$ cat config.mk
export PLATFORM = sky130hd
export DESIGN_NAME = sev_seg_scan_driver
export DESIGN_NICKNAME = d
export VERILOG_FILES = /design/src/rtl/sev_seg_scan_driver.sv
export SDC_FILE = /design/constraint.sdc
export NUM_CORES = 1
export LEC_CHECK = 0
export BUFFER_PORTS_ARGS = -buffer_cell sky130_fd_sc_hd__buf_4
export CORE_MARGIN = 2
export CORE_UTILIZATION = 50
export CTS_CLUSTER_SIZE = 12
export DETAILED_ROUTE_END_ITERATION = 8
export PLACE_DENSITY = 0.75
export SLEW_MARGIN = 40
export SYNTH_ARGS = -nofsm -noshare
export SYNTH_HDL_FRONTEND = slang
export SYNTH_SLANG_ARGS = --single-unit
$ cat constraint.sdc
create_clock -name clk -period 2.1 [get_ports clk]
set_input_delay 0 -clock clk [delete_from_list [all_inputs] [get_ports clk]]
set_output_delay 0 -clock clk [all_outputs]
set_load 0.03 [all_outputs]
$ cat src/rtl/sev_seg_scan_driver.sv
// -----------------------------------------------------------------------------
// sev_seg_scan_driver
//
// Time-multiplexed driver for a multi-digit 7-segment display. A packed hex
// value (plus blank mask and decimal points) is captured into shadow registers
// on a load strobe. The digits are scanned one slot at a time. Each slot lasts
// PRESCALE clocks: one dead cycle with everything off (anti-ghosting), then the
// digit is shown for the rest of the slot. All outputs are registered, so they
// reflect the prescaler/index/shadow state of the previous cycle.
//
// Parameters:
//   NUM_DIGITS     digits scanned (1..8)
//   PRESCALE       clocks per digit slot (>= 2)
//   SEG_ACTIVE_LOW 1 = seg/dp low-true, 0 = high-true
//   AN_ACTIVE_LOW  1 = an low-true, 0 = high-true
//
// Ports:
//   clk          in   rising-edge clock
//   rst          in   asynchronous active-high reset
//   load         in   capture strobe for value/blank_mask/dp_in (level sampled)
//   value        in   packed nibbles, digit i = value[4i+3:4i]
//   blank_mask   in   1 = digit i forced blank
//   dp_in        in   1 = decimal point lit on digit i
//   seg          out  segments {g,f,e,d,c,b,a}
//   dp           out  decimal point
//   an           out  digit selects, one-hot when active
//   frame        out  one-cycle pulse when the scan index wraps to 0
//
// Optional feature macro: LEADING_ZERO_BLANK_EN
//   When defined, zero nibbles above the most significant nonzero nibble are
//   blanked (digit 0 is never suppressed). Undefined: all zeros are shown.
// -----------------------------------------------------------------------------
module sev_seg_scan_driver #(
    parameter int NUM_DIGITS     = 4,
    parameter int PRESCALE       = 1000,
    parameter bit SEG_ACTIVE_LOW = 1'b1,
    parameter bit AN_ACTIVE_LOW  = 1'b1
) (
    input  logic                    clk,
    input  logic                    rst,
    input  logic                    load,
    input  logic [4*NUM_DIGITS-1:0] value,
    input  logic [NUM_DIGITS-1:0]   blank_mask,
    input  logic [NUM_DIGITS-1:0]   dp_in,
    output logic [6:0]              seg,
    output logic                    dp,
    output logic [NUM_DIGITS-1:0]   an,
    output logic                    frame
);

    localparam int PS_W  = (PRESCALE > 1) ? $clog2(PRESCALE) : 1;
    localparam int IDX_W = (NUM_DIGITS > 1) ? $clog2(NUM_DIGITS) : 1;

    localparam logic [PS_W-1:0]  PS_LAST  = PS_W'(PRESCALE - 1);
    localparam logic [IDX_W-1:0] IDX_LAST = IDX_W'(NUM_DIGITS - 1);

    // Inactive output levels depend on the configured polarity.
    localparam logic [6:0]            SEG_OFF = SEG_ACTIVE_LOW ? 7'b1111111 : 7'b0000000;
    localparam logic                  DP_OFF  = SEG_ACTIVE_LOW ? 1'b1 : 1'b0;
    localparam logic [NUM_DIGITS-1:0] AN_OFF  = AN_ACTIVE_LOW ? {NUM_DIGITS{1'b1}}
                                                              : {NUM_DIGITS{1'b0}};

    // Slot phase: the first cycle of every slot is dead, the rest show a digit.
    localparam logic [0:0] SLOT_DEAD = 1'b0;
    localparam logic [0:0] SLOT_SHOW = 1'b1;

    // Hex to segment pattern, low-true {g,f,e,d,c,b,a}.
    function automatic logic [6:0] dec_low(input logic [3:0] nib);
        logic [6:0] pat;
        case (nib)
            4'h0:    pat = 7'b1000000;
            4'h1:    pat = 7'b1111001;
            4'h2:    pat = 7'b0100100;
            4'h3:    pat = 7'b0110000;
            4'h4:    pat = 7'b0011001;
            4'h5:    pat = 7'b0010010;
            4'h6:    pat = 7'b0000010;
            4'h7:    pat = 7'b1111000;
            4'h8:    pat = 7'b0000000;
            4'h9:    pat = 7'b0010000;
            4'hA:    pat = 7'b0001000;
            4'hB:    pat = 7'b0000011;
            4'hC:    pat = 7'b1000110;
            4'hD:    pat = 7'b0100001;
            4'hE:    pat = 7'b0000110;
            4'hF:    pat = 7'b0001110;
            default: pat = 7'b1111111;
        endcase
        return pat;
    endfunction

    logic [4*NUM_DIGITS-1:0] value_q,  value_d;
    logic [NUM_DIGITS-1:0]   mask_q,   mask_d;
    logic [NUM_DIGITS-1:0]   dp_sh_q,  dp_sh_d;
    logic [PS_W-1:0]         presc_q,  presc_d;
    logic [IDX_W-1:0]        idx_q,    idx_d;
    logic [6:0]              seg_q,    seg_d;
    logic                    dp_q,     dp_d;
    logic [NUM_DIGITS-1:0]   an_q,     an_d;
    logic                    frame_q,  frame_d;

    logic                    presc_end_s;
    logic [0:0]              slot_s;
    logic [NUM_DIGITS-1:0]   lz_blank_s;
    logic [NUM_DIGITS-1:0]   an_hot_s;
    logic [3:0]              cur_nib_s;
    logic                    cur_blank_s;
    logic                    cur_dp_s;
    logic [6:0]              seg_lit_s;

    // Shadow capture: load is level sampled, so holding it high keeps re-capturing.
    always_comb begin
        if (load) begin
            value_d = value;
            mask_d  = blank_mask;
            dp_sh_d = dp_in;
        end else begin
            value_d = value_q;
            mask_d  = mask_q;
            dp_sh_d = dp_sh_q;
        end
    end

    // Prescaler and scan index; the index advances on the last cycle of a slot.
    always_comb begin
        presc_end_s = (presc_q == PS_LAST);
        if (presc_end_s) begin
            presc_d = {PS_W{1'b0}};
            if (idx_q == IDX_LAST) begin
                idx_d = {IDX_W{1'b0}};
            end else begin
                idx_d = idx_q + IDX_W'(1);
            end
        end else begin
            presc_d = presc_q + PS_W'(1);
            idx_d   = idx_q;
        end
        // Registered, so the pulse lands on the same edge as the wrap.
        frame_d = presc_end_s & (idx_q == IDX_LAST);
        slot_s  = (presc_q == {PS_W{1'b0}}) ? SLOT_DEAD : SLOT_SHOW;
    end

    // Leading-zero suppression mask, evaluated on the shadow value.
    always_comb begin
        lz_blank_s = {NUM_DIGITS{1'b0}};
`ifdef LEADING_ZERO_BLANK_EN
        begin : lz_scan
            logic lead_s;
            lead_s = 1'b1;
            // Walk down from the top digit; digit 0 is never suppressed.
            for (int i = NUM_DIGITS - 1; i >= 1; i--) begin
                if (lead_s && (value_q[4*i +: 4] == 4'h0)) begin
                    lz_blank_s[i] = 1'b1;
                end else begin
                    lead_s = 1'b0;
                end
            end
        end
`endif
    end

    // Per-digit selection of nibble, blank and dp for the current scan index.
    always_comb begin
        cur_nib_s   = 4'h0;
        cur_blank_s = 1'b0;
        cur_dp_s    = 1'b0;
        an_hot_s    = {NUM_DIGITS{1'b0}};
        for (int i = 0; i < NUM_DIGITS; i++) begin
            if (idx_q == IDX_W'(i)) begin
                cur_nib_s   = value_q[4*i +: 4];
                cur_blank_s = mask_q[i] | lz_blank_s[i];
                cur_dp_s    = dp_sh_q[i];
                an_hot_s[i] = 1'b1;
            end else begin
                an_hot_s[i] = 1'b0;
            end
        end
        // Blanking kills the segments only; an and dp keep running.
        if (cur_blank_s) begin
            seg_lit_s = 7'b0000000;
        end else begin
            seg_lit_s = ~dec_low(cur_nib_s);
        end
    end

    // Output levels for the slot phase, with polarity applied.
    always_comb begin
        seg_d = SEG_OFF;
        dp_d  = DP_OFF;
        an_d  = AN_OFF;
        case (slot_s)
            SLOT_DEAD: begin
                seg_d = SEG_OFF;
                dp_d  = DP_OFF;
                an_d  = AN_OFF;
            end
            SLOT_SHOW: begin
                seg_d = SEG_ACTIVE_LOW ? ~seg_lit_s : seg_lit_s;
                dp_d  = SEG_ACTIVE_LOW ? ~cur_dp_s  : cur_dp_s;
                an_d  = AN_ACTIVE_LOW  ? ~an_hot_s  : an_hot_s;
            end
            default: begin
                seg_d = SEG_OFF;
                dp_d  = DP_OFF;
                an_d  = AN_OFF;
            end
        endcase
    end

    // Shadow, scan and output registers; reset forces every output inactive.
    always_ff @(posedge clk or posedge rst) begin
        if (rst) begin
            value_q <= {(4*NUM_DIGITS){1'b0}};
            mask_q  <= {NUM_DIGITS{1'b0}};
            dp_sh_q <= {NUM_DIGITS{1'b0}};
            presc_q <= {PS_W{1'b0}};
            idx_q   <= {IDX_W{1'b0}};
            seg_q   <= SEG_OFF;
            dp_q    <= DP_OFF;
            an_q    <= AN_OFF;
            frame_q <= 1'b0;
        end else begin
            value_q <= value_d;
            mask_q  <= mask_d;
            dp_sh_q <= dp_sh_d;
            presc_q <= presc_d;
            idx_q   <= idx_d;
            seg_q   <= seg_d;
            dp_q    <= dp_d;
            an_q    <= an_d;
            frame_q <= frame_d;
        end
    end

    assign seg   = seg_q;
    assign dp    = dp_q;
    assign an    = an_q;
    assign frame = frame_q;

endmodule

### Word-level counts from Yosys, hierarchy flattened

Memory sizes are Yosys's and may differ from the RTL's.
Cells that the tools add are included.

* add/sub/neg operators: 2
* equality and inequality tests: 4
* mux-type cells: 24
* bitwise operators: 5
* reduce and logical (&&, ||, !) cells: 2

Operators with widths (count)
* 4-bit two-way mux: 4
* 7-bit two-way mux: 2
* 7-bit NOT: 2
* 7-bit one-hot mux with 2 select lines: 1
* 1-bit two-way mux: 13
* 10-bit by 1-bit adder with 10-bit output, second input constant: 1
* 10-bit == test, second input constant: 1
* 10-bit logical NOT: 1
* 10-bit two-way mux: 1
* 4-bit one-hot mux with 2 select lines: 1
* 2-bit == test, second input constant: 2
* 4-bit NOT: 1
* 2-bit by 1-bit adder with 2-bit output, second input constant: 1
* 2-bit by 1-bit == test with 1-bit output, second input constant: 1
* 2-bit logical NOT: 1
* 2-bit two-way mux: 1
* 1-bit one-hot mux with 2 select lines: 1
* 1-bit bitwise AND: 1
* 1-bit NOT: 1

* register bits: 49
* memory bits (read-only): 112
* input port bits: 27
* output and inout port bits: 13
* logic and storage cells: 47
* memories: 1

Memories
* (no name shown): depth 16, width 7, rd ports 1, clocked after Yosys merged registers in 0, wr ports 0, RTL line 70 `case (nib)`

### Depth between registers and ports, before layout

Gate-level depths: netlist of the first run.
An unclocked memory read counts as a cell.

* depth in word-level cells: 11
* depth in mapped cells: 11
* gate-level depth less buffers: 10

### Least setup slack after synthesis of the first run

Ideal clock, no wire load.

* kind: flip-flop to flip-flop
* start: reg idx_q[0]
* end: reg seg_q[6] (netlist: seg[6])
* library setup time: 0.096 ns
* arrival: 2.107 ns
* data required time: 2.004 ns
* path slack: -0.104 ns
* stages on the path, launching flop included: 10
* buffers on the path: 1
* clock period less this slack: 2.204 ns
* path through: dfrtp_1 > ha_1 > buf_4 > nand3b_1 > a221oi_2 > inv_1 > ha_1 > mux2_1 > nand2_1 > o211ai_1

* cells in the longest elaborated chain, start to end: 11
* elaborated cells between the ends (all ways): 18
* classes of those cells: eq/ne (3); mux (11); bitwise (2); reduce/logical (1); memory (1)

Ends and longest elaborated chain
* start, declared: RTL line 96 `logic [IDX_W-1:0] idx_q, idx_d;`
* start signal, assigned: RTL line 217 `idx_q <= {IDX_W{1'b0}};`
* start signal, assigned: RTL line 227 `idx_q <= idx_d;`
* 2-bit logical NOT: RTL line 169 `if (idx_q == IDX_W'(i)) begin`
* 4-bit two-way mux (4 in a row): RTL line 169
* memory 16 x 7 bit
* 7-bit two-way mux: RTL line 179 `if (cur_blank_s) begin`
* 7-bit NOT: RTL line 182 `seg_lit_s = ~dec_low(cur_nib_s);`
* 7-bit two-way mux (*): RTL line 179
* 7-bit NOT (*): RTL line 198 `seg_d = SEG_ACTIVE_LOW ? ~seg_lit_s : seg_lit_s;`
* 7-bit one-hot mux with 2 select lines (*): RTL line 191 `case (slot_s)`
* net seg_d[6]: RTL line 97 `logic [6:0] seg_q, seg_d;`
* end signal, assigned: RTL line 228 `seg_q <= seg_d;`
* end, declared: RTL line 97

Mark *: on every way through the listed nets, which the timed path passes. The rest lies on a longest branch. The select of a mux whose other input is x is not followed.
A chain may end at the register's enable or synchronous reset.

### Final worst setup path of the first run

* start: reg idx_q[0]
* end: reg seg_q[3] (netlist: seg[3])

Same word-level chain as after synthesis.

==> reports/metrics.yaml, run 1 <==
pwr:
  total_power_uw: 2053
  clkPwrFrac_pct: 27.6
  swShare_pct: 27.60
  p_leak_uw: 0.001504
  netSwitchingPower_uw: 566.6
  p_seq_share_pct: 51.8
  p_per_area_mw_per_mm2: 606.2
  combPwrFrac_pct: 20.5
  ir_worst_vdd_mv: 0.3762
  p_int_uw: 1486
grt:
  track_usage_pct: 20.90
  grt_pass1_vias: 1808
  grt.busiest_layer: "met2"
  gr-usage-met1_pct: 28.58
  grtUsageMet3_pct: 3.841
  overflow: 0
  grt_pass1_wl_mm: 8.611
  grt_max_degree: 26
  antenna_found_initial: 0
  grtUsageMet2_pct: 33.43
detailed_routing:
  totalWireLength_mm: 5.744
  vias_per_cell: 5.429
  dr.pass1.iters: 4
  postRouteAntennaNets: 0
  drc: 0
  drtIter0Drc: 155
  vias: 1900
  wl_per_cell_um: 16.41
worst_setup_path:
  r2r-end: "seg[3]"
  worstPathCellList: "buf_6, ha_4, buf_6, a221oi_4, inv_2, ha_1, mux2i_1, a22o_1, nand2_1"
  cpPeakStageDelay_ns: 0.46
  path_class: "register to register"
  timing.critical_path.to: "seg[3]"
  required_ns: 2.33
  cp_slowest_cell: "dfrtp_2"
  startpoint: "idx_q[0]"
  reg2reg_slack_ns: -0.06
  r2r-start: "idx_q[0]"
  crit_path_end_kind: "register"
  crit_arrival_ns: 2.38
  startpoint_type: "register"
  worstPathMaxFanout: 6
  crit_top_cell: "buf_6"
  r2r_cells: 9
final_layout:
  fin_util_pct: 72.16
  multi_input_area_mm2: 0.001201
  fin_nets: 334
  final_cell_area_mm2: 0.003386
  synthToLayoutAreaGrowth_pct: 40.57
  stdcell_count: 350
  num-fill-cells: 289
  diodes: 0
  seq_area_mm2: 0.001242
  drive_gt1_share_pct: 44.59
cts:
  clk_path_buf_depth: 2
  cts_inserted_buffers: 5
  cts_tree: "built"
  root_buffer: "clkbuf_8"
  clk_pin_slew_ns: 0.09
  clk_latency_ns: 0.30
  clock_sink_count: 49
  h-tree-depth: 2
synth:
  synth_compound_area_share_pct: 7.792
  ys_ff_latch: 49
  synthSimpleGateAreaFrac_pct: 13.92
  synth_top_family_by_area: "simple AND/OR/NAND/NOR gates"
  ys_warn_count: 0
  synth_xor_area_share_pct: 2.545
  ys_seq_area_share_pct: 51.53
  syn_inst: 208
  synth_fp_nets: 247
  syn_area_mm2: 0.002409
  synthAdderAreaFrac_pct: 6.234
  synth_area_per_cell_um2: 11.58
  synthMuxAreaShare_pct: 13.87
  synth_cell_types: 44
timing:
  tns_ns: -0.1547
  rsz0062_at_grt: "yes"
  fmax_mhz: 463.9
  tightest_slew_ns: 0.5145
  drv_slew: 0
  final-setup-viol-count: 4
  finalCritPeriodShare_pct: 102.6
  period_needed_ns: 2.156
  setup_ws_ns: -0.05562
  slew_headroom_pct: 65.65
  finalHoldViolCount: 0
  skew_ns: 0.005048
floorplanning:
  dieArea_mm2: 0.005388
  die_h_um: 73.41
  ios: 40
  rows: 25
  chipWidth_um: 73.41
  core_mm2: 0.004692
  start_util_pct: 51.33
outcome:
  status: "complete, but fails checks"
  violations: "setup timing"
placement:
  placed_cell_area_mm2: 0.002818
  port-buffer-count: 39
  post-place-cells: 304
  gp_congestion: 0.7645
  place_hpwl_mm: 3.480
hold_path:
  min_path_type: "input port to register"
  min-delay-start: "load"
flow_run:
  cap_violations: 0
-- state kept, by name, summed over array words and instances, names as in the netlist --
| name | count |
|---|---|
| idx_q | 2 |
| seg | 7 |
| presc_q | 10 |
| frame | 1 |
| an | 4 |
| mask_q | 4 |
| dp_sh_q | 4 |
| dp | 1 |
| value_q | 16 |
-- per-layer routing --
metal	share of wire, %	routed length (um)
met3	4.2	243
met1	42	2432
met2	50	2854
met4	3.7	214
met5	0	0
-- kinds of logic after synthesis --
kind of cell | count (synthesis)
and+or+nand+nor | 67
DFF | 49
muxes | 30
AOI/OAI and AO/OA | 24
buffers and inverters | 19
adders and majority gates | 12
xor gates and xnor gates | 7
-- power groups by stage --
| stage | logic (uW) | registers [uW] | clock network (uW) |
|---|---|---|---|
| after floorplan | 183 | 1120 | 0 |
| after global placement | 338 | 1080 | 0 |
| after detailed placement | 346 | 1080 | 0 |
| after CTS | 385 | 1060 | 579 |
| after global routing | 456 | 1070 | 618 |
| final | 421 | 1060 | 567 |
-- final cells by class --
type / instances / area share, %
flip-flops and latches: 49 / 36.70
multi-input cells: 140 / 35.48
repair buffers: 89 / 22.06
clock buffers: 5 / 2.033
well taps: 54 / 1.996
inverters: 10 / 1.109
clock inverters: 3 / 0.6282
-- worst min-delay path by stage --
stage / end / slack [ns] / cells after the start
finish: value_q[12] / 0.14 / 3
global route: value_q[12] / 0.17 / 3
global placement: mask_q[2] / 0.07 / 2
detailed placement: frame / 0.07 / 2
CTS: value_q[12] / 0.10 / 3
floorplan: value_q[12] / 0.12 / 2
-- synth_stat cells, drive strengths merged --
cell	number	area share [%]
a211oi	1	0.31
a21oi	5	1.2
a221oi	2	0.99
a22o	1	0.36
a311oi	2	1.2
a31oi	2	0.52
and2	1	0.26
and4	1	0.36
buf	8	2.4
clkbuf	1	0.16
dfrtp	37	38
dfstp	12	13
ha	12	6.2
inv	10	1.6
mux2	27	13
mux2i	3	1.2
nand2	24	3.7
nand2b	3	0.78
nand3	5	1.0
nand3b	5	1.6
nand4	1	0.26
nor2	14	2.3
nor2b	5	1.3
nor3	2	0.42
nor3b	3	0.93
nor4	1	0.26
nor4b	1	0.36
o211ai	3	0.93
o21ai	4	0.83
o221ai	1	0.36
o22a	1	0.36
o2bb2ai	1	0.36
o31ai	1	0.31
or2	1	0.36
xnor2	3	1.1
xor2	4	1.5
-- layout by cell type (no fill, tap or decap), drive strengths merged, types with 2 or more instances in the layout --
master	synthesis	routed
buf	8	64
dfrtp	37	37
mux2	27	27
dlygate4sd3	0	25
nand2	24	24
nor2	14	14
dfstp	12	12
ha	12	12
inv	10	11
nand3b	5	5
nor2b	5	5
nand3	5	5
clkbuf	1	5
a21oi	5	5
xor2	4	4
o21ai	4	4
nand2b	3	3
o211ai	3	3
xnor2	3	3
nor3b	3	3
mux2i	3	3
a311oi	2	2
nor3	2	2
a221oi	2	2
a31oi	2	2
-- what timing repair did --
| action | 4_1_cts | 5_1_grt |
|---|---|---|
| pin swaps | 1 | 8 |
| gates cloned | 0 | 1 |
| buffers inserted | 3 | 9 |
| hold buffers | 25 | 0 |
| setup endpoints to repair | 3 | 7 |
| resized for setup | 10 | 17 |
| hold endpoints to repair | 39 | 0 |
-- metrics by stage --
stage	setup WS (ns)	hold WS (ns)
6_report	-0.05562	0.1412
5_1_grt	-0.1245	0.1654
3_5_place_dp	-0.04383	0.06667
2_1_floorplan	-0.009084	0.1210
4_1_cts	0.02437	0.1025
3_3_place_gp	0.01121	0.06891
-- worst max-delay path, delay by kind of cell (launching register included) --
kind | cells | cell delay (ns)
flip-flops | 1 | 0.46
multiplexers | 1 | 0.15
adder cells (fa/ha/maj) | 2 | 0.45
buffers and inverters | 3 | 0.41
AO/OA/AOI/OAI | 2 | 0.56
AND/OR/NAND/NOR | 1 | 0.05
Note: power is estimated with default switching activity, not from simulation.
==> inputs of run 2 (changes only) <==
--- a/config.mk
+++ b/config.mk
@@ -10,7 +10,7 @@
 export CORE_UTILIZATION = 50
 export CTS_CLUSTER_SIZE = 12
 export DETAILED_ROUTE_END_ITERATION = 8
-export PLACE_DENSITY = 0.75
+export PLACE_DENSITY = 0.86
 export SLEW_MARGIN = 40
 export SYNTH_ARGS = -nofsm -noshare
 export SYNTH_HDL_FRONTEND = slang
==> reports/metrics.yaml, run 2 (synthesis gave the netlist of run 1 again) <==
outcome:
  status: "finished, final reports clean"
pwr:
  swShare_pct: 26.17
  p_per_area_mw_per_mm2: 643.8
  netSwitchingPower_uw: 570.0
  combPwrFrac_pct: 19.7
  p_seq_share_pct: 48.9
  clkPwrFrac_pct: 31.4
  p_int_uw: 1608
  total_power_uw: 2178
  ir_worst_vdd_mv: 0.4810
  p_leak_uw: 0.001479
final_layout:
  final_cell_area_mm2: 0.003383
  final_cell_mix: "buf_4, dfrtp_1, dlygate4sd3_1, mux2_2, nand2_1"
  largest_register_ff_count: 16
  final_common_cell: "buf_4"
  fin_nets: 327
  synthToLayoutAreaGrowth_pct: 40.47
  diodes: 0
  largest_register: "value_q"
  drive_gt1_share_pct: 44.64
detailed_routing:
  vias_per_cell: 5.466
  postRouteAntennaNets: 0
  drc: 0
  drtIter0Drc: 85
  dr.pass1.iters: 4
  wl_per_cell_um: 16.52
  totalWireLength_mm: 5.665
  vias: 1875
cts:
  clk_pin_slew_ns: 0.09
  clock_sink_count: 49
  cts_tree: "built"
  clk_path_buf_depth: 2
  cts_inserted_buffers: 5
  h-tree-depth: 2
  clk_latency_ns: 0.31
  root_buffer: "clkbuf_8"
worst_setup_path:
  r2r_cells: 9
  required_ns: 2.32
  worstPathCellList: "inv_2, ha_4, nand2b_1, mux2i_2, a31oi_2, ha_2, mux2_4, nand2_2, o211ai_1"
  path_buf_inv: 1
  worstPathMaxFanout: 7
  crit_arrival_ns: 2.32
  worst-path-stages: 9
  cpPeakStageDelay_ns: 0.48
  path_class: "register to register"
  crit_path_end_kind: "register"
  cpLargestDelayFamily: "multiplexers"
  cp_slowest_cell: "dfrtp_2"
  startpoint_type: "register"
placement:
  dpl_worst_slack_ns: -0.06590
  gp_congestion: 0.7855
  place_hpwl_mm: 3.376
  placed_cell_area_mm2: 0.002810
  port-buffer-count: 39
grt:
  overflow: 0
  grt_max_degree: 29
  antenna_found_initial: 0
  grt.busiest_layer: "met2"
  grt_pass1_wl_mm: 8.390
  track_usage_pct: 20.71
  grtUsageMet2_pct: 36.74
  grt_pass1_vias: 1826
  gr-usage-met1_pct: 24.29
  grtUsageMet3_pct: 4.115
timing:
  setup_ws_ns: 0.002368
  fmax_mhz: 476.7
  finalCritPeriodShare_pct: 99.89
  period_needed_ns: 2.098
  skew_ns: 0.008058
  slew_headroom_pct: 69.85
  finalHoldViolCount: 0
  tightest_slew_ns: 0.4516
  drv_slew: 0
  final-setup-viol-count: 0
  rsz0062_at_grt: "yes"
floorplanning:
  die_h_um: 73.41
  chipWidth_um: 73.41
  ios: 40
  core_mm2: 0.004692
  start_util_pct: 51.33
  dieArea_mm2: 0.005388
  rows: 25
hold_path:
  min_path_type: "input port to register"
  hold_depth: 2
flow_run:
  cap_violations: 0
-- run 2: cell types whose count changed in the layout (fill, tap and decap cells not counted), sizes merged --
cell and delta:
buf -7, bufinv +1, inv -1
-- run 2: what timing repair did --
item,in CTS,in global routing
hold buffers,25,0
gates resized for setup,3,28
buffers inserted,1,6
endpoints found under the hold margin,37,0
setup endpoints to repair,3,5
pin swaps,1,9
-- run 2: final cells by class --
type	count	area [um2]
repair buffers	82	685.7
inverters	10	40.04
multi-input cells	140	1231
clock inverters	3	46.29
clock buffers	5	68.82
well taps	54	67.56
flip-flops and latches	49	1244
fillers	305	1309
-- run 2: path summary, 6_finish.rpt --
| kind | from | to | slack (ns) |
|---|---|---|---|
| worst min register to register | presc_q[0] | presc_q[0] | 0.49 |
| worst min-delay path | load | dp_sh_q[1] | 0.19 |
| worst max register to register | idx_q[0] | seg[6] | 0.002 |
| max in group asynchronous | rst | an[3] | 1.09 |
| min in group asynchronous | rst | value_q[1] | 0.25 |
| worst max-delay path | idx_q[0] | seg[6] | 0.002 |
-- run 2: per-stage QoR --
step                      setup TNS, ns  hold slack (ns)  instances  utilization, %
after floorplan               -0.009084           0.1210        208               -
after global placement                0          0.03467        303           59.89
after detailed placement        -0.1560          0.03776        303           59.89
after CTS                             0           0.1004        337           68.00
after global routing            -0.4154           0.1904        343           72.11
final                                 0           0.1905        343           72.11
-- run 2: per-layer routing --
layer	part of all wire [%]	wire length, um
met2	53	2980
met3	3.3	186
met1	41	2300
met5	0	0
met4	3.5	197
-- run 2: power groups by stage --
stage,clock network (uW),registers (uW),logic [uW]
after floorplan,0,1120,183
after global placement,0,1080,330
after detailed placement,0,1080,337
after CTS,693,1060,379
after global routing,735,1070,461
final,683,1070,429
==> inputs of run 3 (changes only) <==
--- a/config.mk
+++ b/config.mk
@@ -10,6 +10,7 @@
 export CORE_UTILIZATION = 50
 export CTS_CLUSTER_SIZE = 12
 export DETAILED_ROUTE_END_ITERATION = 8
+export GPL_TIMING_DRIVEN = 0
 export PLACE_DENSITY = 0.86
 export SLEW_MARGIN = 40
 export SYNTH_ARGS = -nofsm -noshare
==> constraint.sdc (replaced) <==
create_clock -name clk -period 1.9 [get_ports clk]
set_input_delay 0 -clock clk [delete_from_list [all_inputs] [get_ports clk]]
set_output_delay 0 -clock clk [all_outputs]
set_load 0.03 [all_outputs]
==> reports/metrics.yaml, run 3 (synthesis gave the netlist of run 1 again) <==
worst_setup_path:
  crit_arrival_ns: 2.41
  cpPeakStageDelay_ns: 0.47
  reg2reg_slack_ns: -0.29
  worstPathCellList: "ha_4, buf_6, nand3b_1, a221oi_4, inv_2, ha_1, mux2i_1, a22o_1, nand2_1"
  worstPathMaxFanout: 6
  path_class: "register to register"
  crit_path_end_kind: "register"
  r2r_cells: 9
  r2r-end: "seg[3]"
  r2r-start: "idx_q[0]"
  startpoint_type: "register"
  required_ns: 2.12
  cp_slowest_cell: "dfrtp_2"
final_layout:
  fin_nets: 341
  multi_input_area_mm2: 0.001276
  diodes: 0
  fin_util_pct: 75.89
  num-fill-cells: 258
  largest_register_ff_count: 16
  synthToLayoutAreaGrowth_pct: 47.84
  final_cell_mix: "buf_4, dfrtp_1, dlygate4sd3_1, mux2_2, nand2_1"
  final_cell_area_mm2: 0.003561
  seq_area_mm2: 0.001242
  largest_register: "value_q"
  final_common_cell: "buf_4"
  drive_gt1_share_pct: 48.18
detailed_routing:
  dr.pass1.iters: 4
  drc: 0
  postRouteAntennaNets: 0
  wl_per_cell_um: 16.55
  drtIter0Drc: 106
  vias: 1934
  vias_per_cell: 5.417
  totalWireLength_mm: 5.909
cts:
  cts_inserted_buffers: 5
  clk_latency_ns: 0.31
  clk_path_buf_depth: 2
  clk_pin_slew_ns: 0.09
  cts_tree: "built"
  h-tree-depth: 2
  root_buffer: "clkbuf_8"
  clock_sink_count: 49
outcome:
  status: "complete, but fails checks"
  violations: "setup timing"
timing:
  finalCritPeriodShare_pct: 115.4
  whs_ns: 0.1341
  drv_slew: 0
  fmax_mhz: 456.2
  period_needed_ns: 2.192
  final-setup-viol-count: 7
  rsz0062_at_grt: "yes"
  setup_ws_ns: -0.2919
  tightest_slew_ns: 0.5036
  slew_headroom_pct: 66.43
  finalHoldViolCount: 0
  skew_ns: 0.01244
floorplanning:
  dieArea_mm2: 0.005388
  chipWidth_um: 73.41
  start_util_pct: 51.33
  die_h_um: 73.41
  rows: 25
  core_mm2: 0.004692
  ios: 40
pwr:
  p_leak_uw: 0.001560
  ir_worst_vdd_mv: 0.3090
  p_per_area_mw_per_mm2: 687.6
placement:
  placed_cell_area_mm2: 0.002856
  place_hpwl_mm: 3.381
  dpl_worst_slack_ns: -0.3517
  port-buffer-count: 38
  gp_congestion: 0.7708
hold_path:
  min_path_type: "input port to async pin"
grt:
  track_usage_pct: 23.00
  grt_pass1_vias: 1890
  antenna_found_initial: 0
  overflow: 0
  grt_pass1_wl_mm: 9.225
  grt_max_degree: 40
flow_run:
  cap_violations: 0
-- run 3: changes by cell type in the layout (fill, tap and decap cells not counted), sizes merged --
cell,delta
buf,+13
clkbuf,+1
clkinvlp,-1
inv,+1
-- run 3: metrics by stage --
stage	power, uW	instances	setup TNS (ns)
after global routing	2546	357	-2.182
after floorplan	1451	208	-0.5098
after global placement	1567	300	-1.692
after detailed placement	1588	301	-1.952
final	2448	357	-1.654
after CTS	2407	349	-1.039
-- run 3: cell type report --
cell class	count	share of cell area, %
Buffer	9	2.284
Timing Repair Buffer	87	20.80
Inverter	10	1.124
Tap cell	54	1.897
Clock inverter	3	1.230
Sequential cell	49	34.89
Clock buffer	5	1.933
Multi-Input combinational cell	140	35.84
-- run 3: routing by layer --
metal | track usage, % | part of all wire [%]
met3 | 4.938 | 5.2
met5 | 0 | 0
met2 | 39.94 | 50
met4 | 7.879 | 3.4
met1 | 28.34 | 41
-- run 3: where the power goes --
group	total (uW)	internal (uW)	switching [uW]
logic	510	271	240
registers	1180	1140	43.5
clock network	758	395	364
-- run 3: worst max path at each step --
stage,cells after the start,end,startpoint
2_1_floorplan,10,seg[6],idx_q[1]
3_3_place_gp,9,seg[3],idx_q[0]
3_5_place_dp,8,seg[1],idx_q[0]
4_1_cts,9,seg[3],idx_q[0]
5_1_grt,9,seg[3],idx_q[0]
6_report,9,seg[3],idx_q[0]
-- run 3: critical path, delay by kind of cell (launching register included) --
family / cells / cell delay [ns]
AO/OA/AOI/OAI: 2 / 0.51
multiplexers: 1 / 0.14
AND/OR/NAND/NOR: 2 / 0.26
flip-flops: 1 / 0.47
buffers and inverters: 2 / 0.28
adder cells (fa/ha/maj): 2 / 0.44
-- run 3: repair_timing --
item                                    4_1_cts  5_1_grt
pin swaps                                     9       11
setup buffers                                15        7
endpoints found under the setup margin        7        9
hold buffers                                 25        0
gates cloned                                  0        1
gates resized for setup                      24       12
hold endpoints to repair                     62        0
